File: src/rtl/if_fetch_stage_if.sv
`default_nettype none
// ============================================================================
// Module   : if_fetch_stage_if
// Purpose  : SRAM-like instruction-memory channel between the fetch stage
//            (master) and the instruction memory (slave). Reads only.
// Signals  : inst_sram_req/wr/size/wstrb/addr/wdata  master -> slave
//            inst_sram_addr_ok/data_ok/rdata          slave  -> master
// Revision : 1.0 - initial release
// ============================================================================
interface if_fetch_stage_if;
    logic        inst_sram_req;
    logic        inst_sram_wr;
    logic [1:0]  inst_sram_size;
    logic [3:0]  inst_sram_wstrb;
    logic [31:0] inst_sram_addr;
    logic [31:0] inst_sram_wdata;
    logic        inst_sram_addr_ok;
    logic        inst_sram_data_ok;
    logic [31:0] inst_sram_rdata;

    modport master (
        output inst_sram_req, inst_sram_wr, inst_sram_size, inst_sram_wstrb,
               inst_sram_addr, inst_sram_wdata,
        input  inst_sram_addr_ok, inst_sram_data_ok, inst_sram_rdata
    );

    modport slave (
        input  inst_sram_req, inst_sram_wr, inst_sram_size, inst_sram_wstrb,
               inst_sram_addr, inst_sram_wdata,
        output inst_sram_addr_ok, inst_sram_data_ok, inst_sram_rdata
    );
endinterface
`default_nettype wire

File: src/rtl/if_fetch_stage.sv
`default_nettype none
// ============================================================================
// Module   : if_fetch_stage
// Purpose  : Instruction-fetch stage of the 5-stage LoongArch pipeline.
//            Generates the fetch PC, runs one outstanding request at a time
//            on the instruction SRAM channel, buffers returned words and
//            hands {ebus, inst, pc} to ID under valid/allow_in handshake.
//            Branch (BR_BUS) and flush redirects discard wrong-path fetches.
// Ports    : clk, resetn (async, active low)
//            inst_sram    - SRAM channel (master modport)
//            BR_BUS[32:0] - {br_target, br_taken} from ID
//            flush, flush_target - redirect from WB (wins over branch)
//            ID_allow_in  - ID accepts this cycle
//            IF_ready_go, IFreg_valid, IFreg_bus[79:0] = {ebus, inst, pc}
// Options  : IF_ADEF_EN - misaligned fetch PC raises ADEF instead of a fetch
// Revision : 1.0 - initial release
// ============================================================================
module if_fetch_stage #(
    parameter logic [31:0] RESET_PC  = 32'h1C00_0000,
    parameter int          EBUS_ADEF = 1
) (
    input  wire logic            clk,
    input  wire logic            resetn,
    if_fetch_stage_if.master     inst_sram,
    input  wire logic [32:0]     BR_BUS,
    input  wire logic            flush,
    input  wire logic [31:0]     flush_target,
    input  wire logic            ID_allow_in,
    output logic                 IF_ready_go,
    output logic                 IFreg_valid,
    output logic [79:0]          IFreg_bus
);

    typedef enum logic [1:0] {
        S_IDLE = 2'd0,
        S_REQ  = 2'd1,
        S_WAIT = 2'd2
    } state_t;

    state_t      r_state;
    state_t      w_state_nxt;

    logic [31:0] r_fetch_pc;
    logic [31:0] r_req_pc;
    logic [31:0] r_if_pc;
    logic [31:0] r_buf_inst;
    logic        r_if_valid;
    logic        r_buf_valid;
    logic        r_discard;
    logic        r_redirect_pending;

    logic        w_br_taken;
    logic [31:0] w_br_target;
    logic        w_cancel;
    logic [31:0] w_new_pc;
    logic        w_accept;
    logic        w_data_take;
    logic        w_slot_free;
    logic        w_fetch_ok;
    logic        w_start_req;
    logic        w_leave;
    logic        w_adef;
    logic [31:0] w_inst;
    logic [15:0] w_ebus;

    assign w_br_taken  = BR_BUS[0];
    assign w_br_target = BR_BUS[32:1];
    assign w_cancel    = flush | w_br_taken;
    assign w_new_pc    = flush ? flush_target : w_br_target;

    assign w_accept    = (r_state == S_REQ) & inst_sram.inst_sram_addr_ok;
    assign w_data_take = (r_state == S_WAIT) & inst_sram.inst_sram_data_ok & ~r_discard;

    assign IF_ready_go = r_if_valid & (r_buf_valid | w_data_take | w_adef);
    assign IFreg_valid = IF_ready_go & ~w_cancel;
    assign w_leave     = IFreg_valid & ID_allow_in;

    // The slot is free if empty, or if its current occupant leaves this cycle.
    assign w_slot_free = ~r_if_valid | (IF_ready_go & ID_allow_in);
    assign w_fetch_ok  = (r_state == S_IDLE) & ~w_cancel & w_slot_free;

`ifdef IF_ADEF_EN
    logic r_adef;
    logic r_adef_stall;
    logic w_misaligned;
    logic w_start_adef;

    assign w_misaligned = (r_fetch_pc[1:0] != 2'b00);
    assign w_start_req  = w_fetch_ok & ~w_misaligned;
    // Stall flag prevents the fault from being raised again after ID takes it.
    assign w_start_adef = w_fetch_ok & w_misaligned & ~r_adef_stall;
    assign w_adef       = r_adef;

    always_ff @(posedge clk or negedge resetn) begin
        if (!resetn) begin
            r_adef       <= 1'b0;
            r_adef_stall <= 1'b0;
        end else begin
            if (w_cancel || w_leave)
                r_adef <= 1'b0;
            else if (w_start_adef)
                r_adef <= 1'b1;
            // A cancel of a still-pending fault means it was wrong-path.
            if (flush || (w_cancel && r_adef))
                r_adef_stall <= 1'b0;
            else if (w_start_adef)
                r_adef_stall <= 1'b1;
        end
    end
`else
    assign w_start_req = w_fetch_ok;
    assign w_adef      = 1'b0;
`endif

    // ---------------- FSM ----------------
    always_ff @(posedge clk or negedge resetn) begin
        if (!resetn)
            r_state <= S_IDLE;
        else
            r_state <= w_state_nxt;
    end

    always_comb begin
        w_state_nxt = r_state;
        case (r_state)
            S_IDLE:  if (w_start_req) w_state_nxt = S_REQ;
            S_REQ:   if (inst_sram.inst_sram_addr_ok) w_state_nxt = S_WAIT;
            S_WAIT:  if (inst_sram.inst_sram_data_ok) w_state_nxt = S_IDLE;
            default: w_state_nxt = S_IDLE;
        endcase
    end

    // ---------------- datapath ----------------
    always_ff @(posedge clk or negedge resetn) begin
        if (!resetn) begin
            r_fetch_pc         <= RESET_PC;
            r_req_pc           <= RESET_PC;
            r_if_pc            <= 32'h0;
            r_buf_inst         <= 32'h0;
            r_if_valid         <= 1'b0;
            r_buf_valid        <= 1'b0;
            r_discard          <= 1'b0;
            r_redirect_pending <= 1'b0;
        end else begin
            // While redirect_pending, fetch_pc already holds the redirect
            // target and must not be advanced by the wrong-path accept.
            if (w_cancel)
                r_fetch_pc <= w_new_pc;
            else if (w_accept && !r_redirect_pending)
                r_fetch_pc <= r_req_pc + 32'd4;

            // The request in S_REQ cannot be withdrawn; remember the redirect.
            if ((r_state == S_REQ) && w_cancel)
                r_redirect_pending <= 1'b1;
            else if ((r_state == S_WAIT) && inst_sram.inst_sram_data_ok)
                r_redirect_pending <= 1'b0;

            if (w_start_req)
                r_req_pc <= r_fetch_pc;

            if (w_accept && (w_cancel || r_redirect_pending))
                r_discard <= 1'b1;
            else if ((r_state == S_WAIT) && inst_sram.inst_sram_data_ok)
                r_discard <= 1'b0;
            else if ((r_state == S_WAIT) && w_cancel)
                r_discard <= 1'b1;

            // A new accept in the same cycle as a leave keeps the slot full.
            if (w_cancel && (r_state != S_REQ))
                r_if_valid <= 1'b0;
            else if (w_accept && !w_cancel && !r_redirect_pending) begin
                r_if_valid <= 1'b1;
                r_if_pc    <= r_req_pc;
            end else if (w_leave)
                r_if_valid <= 1'b0;
`ifdef IF_ADEF_EN
            else if (w_start_adef) begin
                r_if_valid <= 1'b1;
                r_if_pc    <= r_fetch_pc;
            end
`endif

            if (w_cancel)
                r_buf_valid <= 1'b0;
            else if (w_data_take && !ID_allow_in) begin
                r_buf_valid <= 1'b1;
                r_buf_inst  <= inst_sram.inst_sram_rdata;
            end else if (w_leave)
                r_buf_valid <= 1'b0;
        end
    end

    // ---------------- outputs ----------------
    assign inst_sram.inst_sram_req   = (r_state == S_REQ);
    assign inst_sram.inst_sram_addr  = {r_req_pc[31:2], 2'b00};
    assign inst_sram.inst_sram_wr    = 1'b0;
    assign inst_sram.inst_sram_size  = 2'b10;
    assign inst_sram.inst_sram_wstrb = 4'h0;
    assign inst_sram.inst_sram_wdata = 32'h0;

    always_comb begin
        w_ebus            = 16'h0;
        w_ebus[EBUS_ADEF] = w_adef;
    end

    assign w_inst = w_adef      ? 32'h0 :
                    r_buf_valid ? r_buf_inst : inst_sram.inst_sram_rdata;

    // Bus is zeroed while empty so nothing stale or undriven reaches ID.
    assign IFreg_bus = r_if_valid ? {w_ebus, w_inst, r_if_pc} : 80'h0;

endmodule
`default_nettype wire

File: src/flat_wrapper.sv
// flat-port wrapper written by rule: the top's interface ports become plain ports
module if_fetch_stage_flat 
#(
    parameter logic [31:0] RESET_PC  = 32'h1C00_0000,
    parameter int          EBUS_ADEF = 1
)
  (clk, resetn, BR_BUS, flush, flush_target, ID_allow_in, IF_ready_go, IFreg_valid, IFreg_bus, inst_sram_inst_sram_req, inst_sram_inst_sram_wr, inst_sram_inst_sram_size, inst_sram_inst_sram_wstrb, inst_sram_inst_sram_addr, inst_sram_inst_sram_wdata, inst_sram_inst_sram_addr_ok, inst_sram_inst_sram_data_ok, inst_sram_inst_sram_rdata);
  if_fetch_stage_if inst_sram_i ();
  input  wire logic clk;
  input  wire logic resetn;
  input  wire logic [32:0] BR_BUS;
  input  wire logic flush;
  input  wire logic [31:0] flush_target;
  input  wire logic ID_allow_in;
  output logic IF_ready_go;
  output logic IFreg_valid;
  output logic [79:0] IFreg_bus;
  output wire logic [$bits(inst_sram_i.inst_sram_req)-1:0] inst_sram_inst_sram_req;
  output wire logic [$bits(inst_sram_i.inst_sram_wr)-1:0] inst_sram_inst_sram_wr;
  output wire logic [$bits(inst_sram_i.inst_sram_size)-1:0] inst_sram_inst_sram_size;
  output wire logic [$bits(inst_sram_i.inst_sram_wstrb)-1:0] inst_sram_inst_sram_wstrb;
  output wire logic [$bits(inst_sram_i.inst_sram_addr)-1:0] inst_sram_inst_sram_addr;
  output wire logic [$bits(inst_sram_i.inst_sram_wdata)-1:0] inst_sram_inst_sram_wdata;
  input wire logic [$bits(inst_sram_i.inst_sram_addr_ok)-1:0] inst_sram_inst_sram_addr_ok;
  input wire logic [$bits(inst_sram_i.inst_sram_data_ok)-1:0] inst_sram_inst_sram_data_ok;
  input wire logic [$bits(inst_sram_i.inst_sram_rdata)-1:0] inst_sram_inst_sram_rdata;
  assign inst_sram_inst_sram_req = inst_sram_i.inst_sram_req;
  assign inst_sram_inst_sram_wr = inst_sram_i.inst_sram_wr;
  assign inst_sram_inst_sram_size = inst_sram_i.inst_sram_size;
  assign inst_sram_inst_sram_wstrb = inst_sram_i.inst_sram_wstrb;
  assign inst_sram_inst_sram_addr = inst_sram_i.inst_sram_addr;
  assign inst_sram_inst_sram_wdata = inst_sram_i.inst_sram_wdata;
  assign inst_sram_i.inst_sram_addr_ok = inst_sram_inst_sram_addr_ok;
  assign inst_sram_i.inst_sram_data_ok = inst_sram_inst_sram_data_ok;
  assign inst_sram_i.inst_sram_rdata = inst_sram_inst_sram_rdata;
  if_fetch_stage #(.RESET_PC(RESET_PC), .EBUS_ADEF(EBUS_ADEF)) u_core (.clk(clk), .resetn(resetn), .inst_sram(inst_sram_i), .BR_BUS(BR_BUS), .flush(flush), .flush_target(flush_target), .ID_allow_in(ID_allow_in), .IF_ready_go(IF_ready_go), .IFreg_valid(IFreg_valid), .IFreg_bus(IFreg_bus));
endmodule
File: config.mk
export PLATFORM = sky130hd
export DESIGN_NAME = if_fetch_stage_flat
export DESIGN_NICKNAME = d
export VERILOG_FILES = /design/src/rtl/if_fetch_stage_if.sv /design/src/rtl/if_fetch_stage.sv /design/src/flat_wrapper.sv
export SDC_FILE = /design/constraint.sdc
export NUM_CORES = 1
export LEC_CHECK = 0
export BUFFER_PORTS_ARGS = -buffer_cell sky130_fd_sc_hd__buf_2
export CAP_MARGIN = 20
export CORE_UTILIZATION = 46
export CTS_CLUSTER_DIAMETER = 40
export DETAILED_ROUTE_END_ITERATION = 12
export HOLD_SLACK_MARGIN = 0.06
export PLACE_DENSITY = 0.77
export SLEW_MARGIN = 20
export SYNTH_ARGS = -nofsm -noshare
export SYNTH_HDL_FRONTEND = slang
export SYNTH_SLANG_ARGS = --single-unit
File: constraint.sdc
create_clock -name clk -period 2.05 [get_ports clk]
set_input_delay 0.5125 -clock clk [delete_from_list [all_inputs] [get_ports clk]]
set_output_delay 0.5125 -clock clk [all_outputs]
set_load 0.03 [all_outputs]
# After elaboration in Yosys (flattened, before gate mapping)
# Index checks and enable logic that the tools add are counted.
[totals]
inputBits = 103
ff_bits = 134
[classes]
eq_ne = 6
addsub = 1
n_bitwise = 16
n_mux = 19
n_reduce_logical = 22
[ops]
columns = ["cell", "count"]
rows = [
  ["$mux 32", 4],
  ["$mux 64", 1],
  ["$add 32x3->32 const B", 1],
  ["$mux 1", 10],
  ["$and 1x1->1", 9],
  ["$logic_and 1x1->1", 9],
  ["$reduce_bool 3->1", 3],
  ["$mux 2", 3],
  ["$ne 2x1->1 const B", 3],
  ["$pmux 2 s3", 1],
  ["$not 1->1", 4],
  ["$reduce_and 2->1", 2],
  ["$reduce_bool 2->1", 2],
  ["$logic_not 1->1", 3],
  ["$or 1x1->1", 3],
  ["$reduce_and 3->1", 1],
  ["$eq 2x1->1 const B", 1],
  ["$eq 2x2->1 const B", 1],
  ["$logic_not 2->1", 1],
  ["$ne 2x2->1 const B", 1],
  ["$logic_or 1x1->1", 1],
]

# Depth between registers and ports, before layout
# Gate-level depths: netlist of the first run.
[logic_depth]
depth_word = 10
ltp_mapped = 8
mapped_depth_nobuf = 6

# Least setup slack after synthesis of the first run
# Ideal clock, no wire load.
[synth_path]
path_kind = "register to output"
start = "reg u_core.r_buf_valid"
end = "out IFreg_valid"
slack_ps = -112
arrival_time_ps = 1649
path_buffers = 2
stages_incl_launch_ff = 5
cell_sequence = "dfrtp_1 > buf_2 > buf_1 > o21a_1 > and2_1"
[synth_between]
elab_chain_cells = 3
[synth_lines]
columns = ["item", "line", "rtl"]
rows = [
  ["from (decl)", "if_fetch_stage.sv:48", "logic r_buf_valid;"],
  ["from (signal assigned)", "if_fetch_stage.sv:141", "r_buf_valid <= 1'b0;"],
  ["from (signal assigned)", "if_fetch_stage.sv:184", "r_buf_valid <= 1'b0;"],
  ["from (signal assigned)", "if_fetch_stage.sv:186", "r_buf_valid <= 1'b1;"],
  ["$or 1x1->1", "if_fetch_stage.sv:74", "assign IF_ready_go = r_if_valid & (r_buf_valid | w_data_take | w_adef);"],
  ["$and 1x1->1", "if_fetch_stage.sv:74", ""],
  ["net IF_ready_go", "flat_wrapper.sv:15", "output logic IF_ready_go;"],
  ["$and 1x1->1", "if_fetch_stage.sv:75", "assign IFreg_valid = IF_ready_go & ~w_cancel;"],
  ["to (decl)", "flat_wrapper.sv:16", "output logic IFreg_valid;"],
]
# The timed path passes the listed nets, and every way through them passes these cells.

# Worst setup path after layout of the first run
[layout_path]
start = "reg u_core.r_buf_valid"
end = "out IFreg_bus[50]"
[layout_between]
elab_chain_cells = 2
[layout_lines]
columns = ["item", "line", "rtl"]
rows = [
  ["$mux 32", "if_fetch_stage.sv:207", "r_buf_valid ? r_buf_inst : inst_sram.inst_sram_rdata;"],
  ["$mux 64", "if_fetch_stage.sv:210", "assign IFreg_bus = r_if_valid ? {w_ebus, w_inst, r_if_pc} : 80'h0;"],
  ["to (decl)", "flat_wrapper.sv:17", "output logic [79:0] IFreg_bus;"],
]
# No other way between the ends.

==> results of run 1 <==
==> power groups by stage <==
stage               registers [mW]  logic, mW  clock network (mW)
finish                        4.13       3.62                3.16
detailed placement            4.13       3.36                   0
global placement              4.10       3.29                   0
floorplan                     4.01       2.70                   0
CTS                           4.09       3.46                3.21
global route                  4.24       3.90                3.32
==> routing by layer <==
metal | track usage | routed length [um] | vias up
met1 | 0.316 | 8960 | 3011
met2 | 0.401 | 10100 | 281
met3 | 0.0494 | 1340 | 39
met4 | 0.0982 | 531 | 0
met5 | 0 | 0 | -
li1 | - | - | 2957
==> per-stage QoR <==
| stage | setup TNS, ps | hold slack (ps) | std cells | setup WS, ps | power, mW |
|---|---|---|---|---|---|
| after floorplan | 0 | 217 | 857 | 24.8 | 6.71 |
| after global placement | -1160 | 452 | 1184 | -69.5 | 7.40 |
| after detailed placement | -3140 | 457 | 1184 | -132 | 7.49 |
| after CTS | -1600 | 293 | 1231 | -123 | 10.7 |
| after global routing | -7520 | 310 | 1236 | -234 | 11.5 |
| final | -2270 | 305 | 1236 | -163 | 10.9 |
==> state kept, by name, summed over array words and instances, names as in the netlist <==
signal / flops
u_core.r_if_valid: 1
u_core.r_fetch_pc: 32
u_core.r_buf_inst: 32
u_core.r_req_pc: 32
u_core.r_buf_valid: 1
u_core.r_state: 2
u_core.r_redirect_pending: 1
u_core.r_if_pc: 32
u_core.r_discard: 1
==> placed cells by master (no fill, tap or decap), drive strengths merged, types with 4 or more instances in the layout <==
cell type	instances
and2	35
and3	5
o22ai	4
o21ai	32
a21boi	4
mux2i	34
dfrtp	128
nand2	139
xnor2	5
o221ai	6
dfstp	6
a31oi	4
xor2	22
conb	57
mux2	64
inv	8
nand3b	4
nand4	11
clkbuf	28
nor2	36
a22oi	7
buf	259
a21oi	34
nor2b	35
nand3	14
nand2b	6
==> what timing repair did <==
| item | CTS | global route |
|---|---|---|
| buffers inserted | 9 | 3 |
| endpoints found under the hold margin | 26 | 0 |
| endpoints found under the setup margin | 67 | 78 |
| cloned | 5 | 2 |
| hold buffers | 1 | 0 |
| resized for setup | 42 | 32 |
| pin swaps | 2 | 3 |
==> how the worst max path moves through the flow <==
stage	startpoint	to	slack [ps]
final	u_core.r_buf_valid	IFreg_bus[50]	-160
after global routing	u_core.r_buf_valid	IFreg_bus[50]	-230
after CTS	u_core.r_state[0]	IFreg_valid	-120
after detailed placement	inst_sram_inst_sram_data_ok	u_core.r_req_pc[0]	-130
after global placement	inst_sram_inst_sram_data_ok	u_core.r_req_pc[1]	-70
after floorplan	u_core.r_state[0]	u_core.r_req_pc[10]	20
==> logic make-up after synthesis <==
kind of cell	share of synthesized area
xor+xnor	0.0307
fa+ha+maj	0.00163
simple gates	0.185
other cells	0.000976
mux	0.148
flops	0.437
buf+inv	0.115
compound gates	0.0826
==> area by class of cell <==
| cell class | count | area (um^2) |
|---|---|---|
| Fill cell | 1340 | 6230 |
| Multi-Input combinational cell | 582 | 3760 |
| Sequential cell | 134 | 3370 |
| Timing Repair Buffer | 264 | 1850 |
| Clock buffer | 24 | 492 |
| Tap cell | 216 | 270 |
| Clock inverter | 8 | 120 |
| Inverter | 8 | 30.0 |
==> worst max-delay path, cell delays in order (launching register included) <==
cell	delay, ps
sky130_fd_sc_hd__dfrtp_2	460
sky130_fd_sc_hd__buf_6	170
sky130_fd_sc_hd__buf_16	140
sky130_fd_sc_hd__mux2i_2	250
sky130_fd_sc_hd__nor2b_1	90
sky130_fd_sc_hd__buf_4	170
==> results.md, run 1 <==
- **reg-to-reg slack, setup** -40 ps
- **instance area after placement** 0.00879 mm^2
- **number of clock buffers inserted by TritonCTS** 17
- **unique cell type count in the Yosys netlist** 49
- **max_cap viols** 0
- **WP data required** 1540 ps
- **count of mapped cells out of synthesis** 802
- **top cells by instance count after synthesis** sky130_fd_sc_hd__nand2_1, sky130_fd_sc_hd__dfrtp_1, sky130_fd_sc_hd__buf_4
- **Layout area overhead** 28.5%
- **Routed Wire Length** 20900 um
- **count of port buffers added during placement** 199
- **Static Leakage** 4.97 nW
- **average size of a mapped cell** 9.59 um^2
- **result of the run** finished, violations left
- **depth of the worst register-to-register path** 8
- **floorplan die width** 131 um
- **Netlist Area Pre-Place** 0.00769 mm^2
- **Syn. warnings** 0
- **crit end category** output pin
- **endpoint of the worst hold path** u_core.r_fetch_pc[25]
- **Sw Pwr** 3.88 mW
- **post-route cell area** 0.00989 mm^2
- **wire length of the first global-routing pass** 32800 um
- **cell taking the most area after synthesis** sky130_fd_sc_hd__dfrtp_1
- **Congestion Overflow GR** 0
- **DR vias** 6288
- **post-route clock skew** 6.93 ps
- **final clock period utilization by the worst path** 1.08
- **sequential cell area fraction in the yosys report** 0.437
- **final worst-path setup slack** -163 ps
- **clock latency at the later pin of the worst-skew pair** 420 ps
- **element type at the critical path start** flop
- **R2R Path Start** u_core.r_state[0]
- **Arr. time, crit path** 1700 ps
- **Layout Nets** 1111
- **cell internal power dissipation** 7.02 mW
- **FP Rows** 46
- **gp weighted congestion** 0.845
- **actual slew at the worst max-slew pin** 511 ps
- **Switching Fraction** 0.356
- **remaining design rule violation count** 0
- **proportion of power drawn by flip-flops and latches** 0.379
- **pin count of the biggest net entering global routing** 53
- **cell with the most instances after synthesis** sky130_fd_sc_hd__nand2_1
- **commonest register cell after synthesis** sky130_fd_sc_hd__dfrtp_1
- **failing checks** negative setup slack
- **maximum count of clock buffers along a single path** 2
- **share of synthesized registers carrying an async set or reset** 1.00
- **worst slew margin relative to its limit** 0.660
- **vias per std cell** 5.09
- **Reg2Reg Capture Point** u_core.r_req_pc[15]
- **clk sinks** 134
- **antenna viol nets, final** 0
- **first-pass detailed-route iteration total** 7
- **minimum period implied by the final worst setup slack** 2210 ps
- **largest fanout on the critical path** 7
- **fin util** 0.614
- **count of state elements after synthesis** 134
- **area share of the largest cell type after synthesis** 0.416
- **total power per unit cell area** 1100 mW/mm^2
- **Floorplan Core Area** 0.0161 mm^2
- **DIE HEIGHT** 131 um
- **starting density of the core** 0.477
- **combined global-route utilization of all metal layers** 0.244
- **hpwl dp** 13700 um
- **Critical Setup Path Class** reg2out
- **worst min path class** in2reg
- **number of slew-limit violations in the final report** 0
- **Diodes inserted** 0
- **number of hold violations in the final report** 0
- **Clk Tree Root Cell** sky130_fd_sc_hd__clkbuf_16
- **Starting DRT DRC Count** 439
- **Area contributors post-synth** sky130_fd_sc_hd__dfrtp_1, sky130_fd_sc_hd__buf_4, sky130_fd_sc_hd__nand2_1
- **CTS H-tree lvls** 4
- **startpoint of the lowest-slack hold path** flush_target[25]
- **detailed-route wire length per cell** 16.9 um
- **total I/O pin count** 257
- **share of final-layout standard cells stronger than drive strength 1** 0.374
- **count of final setup violators** 46
- **Reg clk slew, reported paths** 60 ps
- **Die Area** 0.0172 mm^2
- **number of global-route vias before repair** 6071
- **CTS tree** built
- **initial antenna violation count** 0
- **setup repair after global routing missed its margin** yes
- **WHS Path Cells** 3
- **clock group share of total power** 0.290
- **Peak supply drop** 0.682 mV
- **power share of the combinational group** 0.332
- **EDFF count, synth** 0
- **maximum clock frequency** 452 MHz
No activity file was read; power rests on OpenSTA's default activity.
==> run 2: changes to the inputs <==
==> constraint.sdc (replaced) <==
create_clock -name clk -period 2.05 [get_ports clk]
set_input_delay 0.5125 -clock clk [delete_from_list [all_inputs] [get_ports clk]]
set_output_delay 0.5125 -clock clk [all_outputs]
set_load 0.02 [all_outputs]
==> run 2 against run 1 <==
Compared with the run above:
- the run still ends with negative setup slack left
- sequential cell count is the same
- maximum frequency grew 2.0%
- total power is essentially flat
- critical endpoint is now IFreg_bus[63]
- largest cell class unchanged
==> results.md, run 2 (synthesis results as in run 1) <==
- **crit end category** output pin
- **number of slew-limit violations in the final report** 0
- **Layout Nets** 1109
- **result of the run** finished, violations left
- **capturing element of the worst setup path** IFreg_bus[63]
- **number of fill cells** 1336
- **max_cap viols** 0
- **pin count of the biggest net entering global routing** 52
- **Layout area overhead** 28.5%
- **DIE HEIGHT** 131 um
- **hpwl dp** 14200 um
- **Reg2Reg Capture Point** u_core.r_req_pc[14]
- **DR vias** 6340
- **gp weighted congestion** 0.808
- **FP Rows** 46
- **combined global-route utilization of all metal layers** 0.244
- **count of final setup violators** 20
- **worst slack, placed** -108 ps
- **clk sinks** 134
- **element type at the critical path start** flop
- **power after layout** 10.9 mW
- **total power per unit cell area** 1100 mW/mm^2
- **post-route clock skew** 13.9 ps
- **Congestion Overflow GR** 0
- **vias per std cell** 5.14
- **WHS Path Cells** 3
- **delay of the slowest cell on the worst path** 470 ps
- **reg-to-reg slack, setup** 0 ps
- **Floorplan Core Area** 0.0161 mm^2
- **Peak supply drop** 0.740 mV
- **number of cells on the critical path** 5
- **starting density of the core** 0.477
- **wire length of the first global-routing pass** 32800 um
- **number of global-route vias before repair** 6179
- **Critical Setup Path Class** reg2out
- **worst min path class** in2reg
- **maximum clock frequency** 461 MHz
- **total I/O pin count** 257
- **initial antenna violation count** 0
- **R2R Path Start** u_core.r_state[0]
- **Starting DRT DRC Count** 388
- **WP data required** 1540 ps
- **Crit. Startpoint** u_core.r_buf_valid
- **maximum count of clock buffers along a single path** 2
- **number of clock buffers inserted by TritonCTS** 17
- **number of hold violations in the final report** 0
- **worst slew margin relative to its limit** 0.646
- **remaining design rule violation count** 0
- **Arr. time, crit path** 1660 ps
- **commonest cells after routing, fill and taps aside** sky130_fd_sc_hd__buf_2, sky130_fd_sc_hd__nand2_1, sky130_fd_sc_hd__dfrtp_1, sky130_fd_sc_hd__buf_4, sky130_fd_sc_hd__conb_1
- **Reg clk slew, reported paths** 60 ps
- **fin util** 0.613
- **cell-by-cell listing of the critical path** buf_12 > buf_16 > mux2i_2 > nor2b_1 > buf_4
- **Routed Wire Length** 21200 um
- **floorplan die width** 131 um
- **depth of the worst register-to-register path** 8
- **worst path bufs/invs** 3
- **crit path max-delay cell type** sky130_fd_sc_hd__dfrtp_2
- **minimum period implied by the final worst setup slack** 2170 ps
- **antenna viol nets, final** 0
- **actual slew at the worst max-slew pin** 532 ps
- **CTS tree** built
- **detailed-route wire length per cell** 17.2 um
- **worst hold slack** 291 ps
- **clock latency at the later pin of the worst-skew pair** 430 ps
- **final worst-path setup slack** -120 ps
- **setup repair after global routing missed its margin** yes
- **final clock period utilization by the worst path** 1.06
- **most frequent standard cell in the layout excluding fill and tap cells** sky130_fd_sc_hd__buf_2
- **first-pass detailed-route iteration total** 5
- **largest fanout on the critical path** 8
- **failing checks** negative setup slack
- **Diodes inserted** 0
- **Clk Tree Root Cell** sky130_fd_sc_hd__clkbuf_16
- **CTS H-tree lvls** 4
- **Static Leakage** 4.96 nW
- **share of final-layout standard cells stronger than drive strength 1** 0.373
- **Die Area** 0.0172 mm^2
- **Worst path top cell family by delay** flip-flops
- **count of port buffers added during placement** 199
-- run 2: worst min path at each step --
| stage | slack [ps] | end | startpoint |
|---|---|---|---|
| 3_3_place_gp | 450 | u_core.r_if_pc[21] | u_core.r_if_pc[21] |
| 2_1_floorplan | 220 | u_core.r_buf_inst[0] | resetn |
| 4_1_cts | 270 | u_core.r_fetch_pc[2] | flush_target[2] |
| 3_5_place_dp | 450 | u_core.r_if_pc[19] | u_core.r_if_pc[19] |
| 5_1_grt | 290 | u_core.r_fetch_pc[25] | flush_target[25] |
| 6_report | 290 | u_core.r_fetch_pc[2] | flush_target[2] |
-- run 2: cell type report --
| type | count | area, um^2 | share of cell area |
|---|---|---|---|
| repair buffers | 262 | 1810 | 0.183 |
| flip-flops and latches | 134 | 3370 | 0.341 |
| inverters | 8 | 30.0 | 0.00304 |
| well taps | 216 | 270 | 0.0273 |
| clock buffers | 18 | 439 | 0.0444 |
| clock inverters | 14 | 223 | 0.0225 |
| multi-input cells | 582 | 3740 | 0.379 |
-- run 2: report_power, final --
part	internal [mW]	total [mW]	switching [mW]
Sequential	3.45	4.10	0.653
Combinational	1.55	3.40	1.86
Clock	2.20	3.41	1.21
-- run 2: per-stage QoR --
| stage | TNS, ps | instances | area (um^2) |
|---|---|---|---|
| 6_report | -761 | 1234 | 9880 |
| 5_1_grt | -3680 | 1234 | 9880 |
| 4_1_cts | -2020 | 1230 | 9760 |
| 3_5_place_dp | -2290 | 1185 | 8800 |
| 3_3_place_gp | -1110 | 1185 | 8800 |
| 2_1_floorplan | 0 | 857 | 7900 |
-- run 2: tightest hold or removal path, delay by kind of cell --
kind / cells / cell delay (ps)
buffers and inverters: 1 / 70
AND/OR/NAND/NOR: 1 / 40
AO/OA/AOI/OAI: 1 / 50
-- run 2: timing repair --
item	in CTS	in global routing
resized for setup	44	22
endpoints found under the setup margin	56	77
pin swaps	4	2
setup buffers	9	2
hold buffers	1	0
gates cloned	3	4
endpoints found under the hold margin	10	0
-- run 2: metal layers --
metal,wire length (um),track usage,vias to the layer above
met4,450,0.0853,0
met1,9040,0.322,3047
met2,10300,0.402,291
met5,0,0,-
li1,-,-,2964
met3,1370,0.0444,38
==> run 3: changes to the inputs <==
- clock period: 2.05 -> 1.85 ns (I/O delays scaled with it)
==> run 3 against run 2 <==
Compared with the run above:
- the flow still finishes with violations (negative setup slack)
- sequential cell count unchanged
- sequential power increased by 11%
- global-route usage increased by 3.6 points
- critical path type unchanged
==> results.md, run 3 (synthesis results as in run 1) <==
- **total power per unit cell area** 1140 mW/mm^2
- **worst min path class** in2reg
- **Reg clk slew, reported paths** 60 ps
- **setup tns final** -11450 ps
- **commonest cells after routing, fill and taps aside** sky130_fd_sc_hd__nand2_1, sky130_fd_sc_hd__buf_2, sky130_fd_sc_hd__dfrtp_1, sky130_fd_sc_hd__buf_4, sky130_fd_sc_hd__conb_1
- **remaining design rule violation count** 0
- **WP data required** 1390 ps
- **Static Leakage** 5.22 nW
- **post-route cell area** 0.0106 mm^2
- **FP Rows** 46
- **share of final-layout standard cells stronger than drive strength 1** 0.431
- **combined global-route utilization of all metal layers** 0.280
- **number of clock buffers inserted by TritonCTS** 17
- **result of the run** finished, violations left
- **DIE HEIGHT** 131 um
- **maximum clock frequency** 471 MHz
- **clk sinks** 134
- **Congestion Overflow GR** 0
- **Layout area overhead** 37.3%
- **detailed-route wire length per cell** 19.3 um
- **final clock period utilization by the worst path** 1.15
- **hpwl dp** 14300 um
- **wire length of the first global-routing pass** 37200 um
- **number of hold violations in the final report** 0
- **worst slew margin relative to its limit** 0.655
- **post-route clock skew** 8.09 ps
- **Critical Setup Path Class** reg2out
- **gp weighted congestion** 0.802
- **setup repair after global routing missed its margin** yes
- **CTS H-tree lvls** 4
- **instance area after placement** 0.00886 mm^2
- **count of final setup violators** 108
- **Routed Wire Length** 24500 um
- **worst slack, placed** -242 ps
- **antenna viol nets, final** 0
- **Clk Tree Root Cell** sky130_fd_sc_hd__clkbuf_16
- **Starting DRT DRC Count** 402
- **Arr. time, crit path** 1660 ps
- **Peak supply drop** 0.770 mV
- **initial antenna violation count** 1
- **Die Area** 0.0172 mm^2
- **largest fanout on the critical path** 5
- **first-pass detailed-route iteration total** 5
- **actual slew at the worst max-slew pin** 518 ps
- **Floorplan Core Area** 0.0161 mm^2
- **clock latency at the later pin of the worst-skew pair** 430 ps
- **final worst-path setup slack** -274 ps
- **number of global-route vias before repair** 6634
- **reg-to-reg slack, setup** -140 ps
- **number of slew-limit violations in the final report** 0
- **pin count of the biggest net entering global routing** 51
- **maximum count of clock buffers along a single path** 2
- **total I/O pin count** 257
- **starting density of the core** 0.477
- **count of port buffers added during placement** 199
- **CTS tree** built
- **vias per std cell** 5.33
- **failing checks** negative setup slack
- **Diodes inserted** 0
- **floorplan die width** 131 um
- **Layout Nets** 1144
- **crit end category** output pin
- **minimum period implied by the final worst setup slack** 2120 ps
- **max_cap viols** 0
- **element type at the critical path start** flop
- **DR vias** 6767
==> run 3: cell types whose count changed in the layout (fill, tap and decap cells not counted), sizes merged <==
cell / previous run / this run
clkinvlp: 5 / 2
bufinv: 5 / 1
inv: 11 / 8
buf: 258 / 294
clkinv: 1 / 7
clkbuf: 21 / 24
==> run 3: layout make-up <==
cell class	instances	area, um^2
Sequential cell	134	3360
Fill cell	1256	5550
Clock buffer	22	444
Multi-Input combinational cell	582	3950
Clock inverter	10	83.8
Tap cell	216	270
Inverter	8	30.0
Timing Repair Buffer	297	2430
==> run 3: path summary, 6_finish.rpt <==
path                                    endpoint                from  cells past startpoint
max                                IFreg_bus[60]  u_core.r_buf_valid                      5
min in group asynchronous     u_core.r_if_pc[18]              resetn                      2
min reg2reg                   u_core.r_if_pc[22]  u_core.r_if_pc[22]                      2
max in group asynchronous   u_core.r_buf_inst[0]              resetn                      3
max reg2reg                   u_core.r_req_pc[9]   u_core.r_state[0]                      8
min                        u_core.r_fetch_pc[22]    flush_target[22]                      3
==> run 3: layer usage <==
layer / GRT usage / wire [um] / vias to the layer above
met3: 0.0536 / 1760 / 82
met5: 0 / 13 / -
met1: 0.353 / 9830 / 3298
met2: 0.460 / 11700 / 360
li1: - / - / 3025
met4: 0.141 / 1160 / 2
==> run 3: power by group <==
part / switching (mW) / total, mW / internal, mW
clock network: 1.26 / 3.09 / 1.83
registers: 0.739 / 4.56 / 3.82
logic: 2.34 / 4.36 / 2.02
total: 4.35 / 12.0 / 7.67
==> run 3: repair_timing <==
action                     in CTS  in global routing
gates resized for setup       121                 89
setup endpoints to repair      99                120
hold buffers                    1                  0
hold endpoints to repair       39                  0
pin swaps                       2                 27
gates cloned                   13                  3
buffers inserted               18                 16
==> run 3: metrics by stage <==
stage                     power (mW)   util  instances  hold WS, ps
after floorplan                 7.14      -        857          167
after global placement          8.03  0.550       1195          452
after detailed placement        8.15  0.550       1195          455
after CTS                       11.6  0.638       1259          246
after global routing            12.6  0.655       1269          256
final                           12.0  0.655       1269          251
==> run 3: worst max-delay path, cell delays in order, from the launching register on <==
cell	delay, ps
sky130_fd_sc_hd__dfrtp_2	480
sky130_fd_sc_hd__buf_12	160
sky130_fd_sc_hd__clkbuf_16	150
sky130_fd_sc_hd__mux2i_1	120
sky130_fd_sc_hd__nor2b_1	160
sky130_fd_sc_hd__buf_4	160
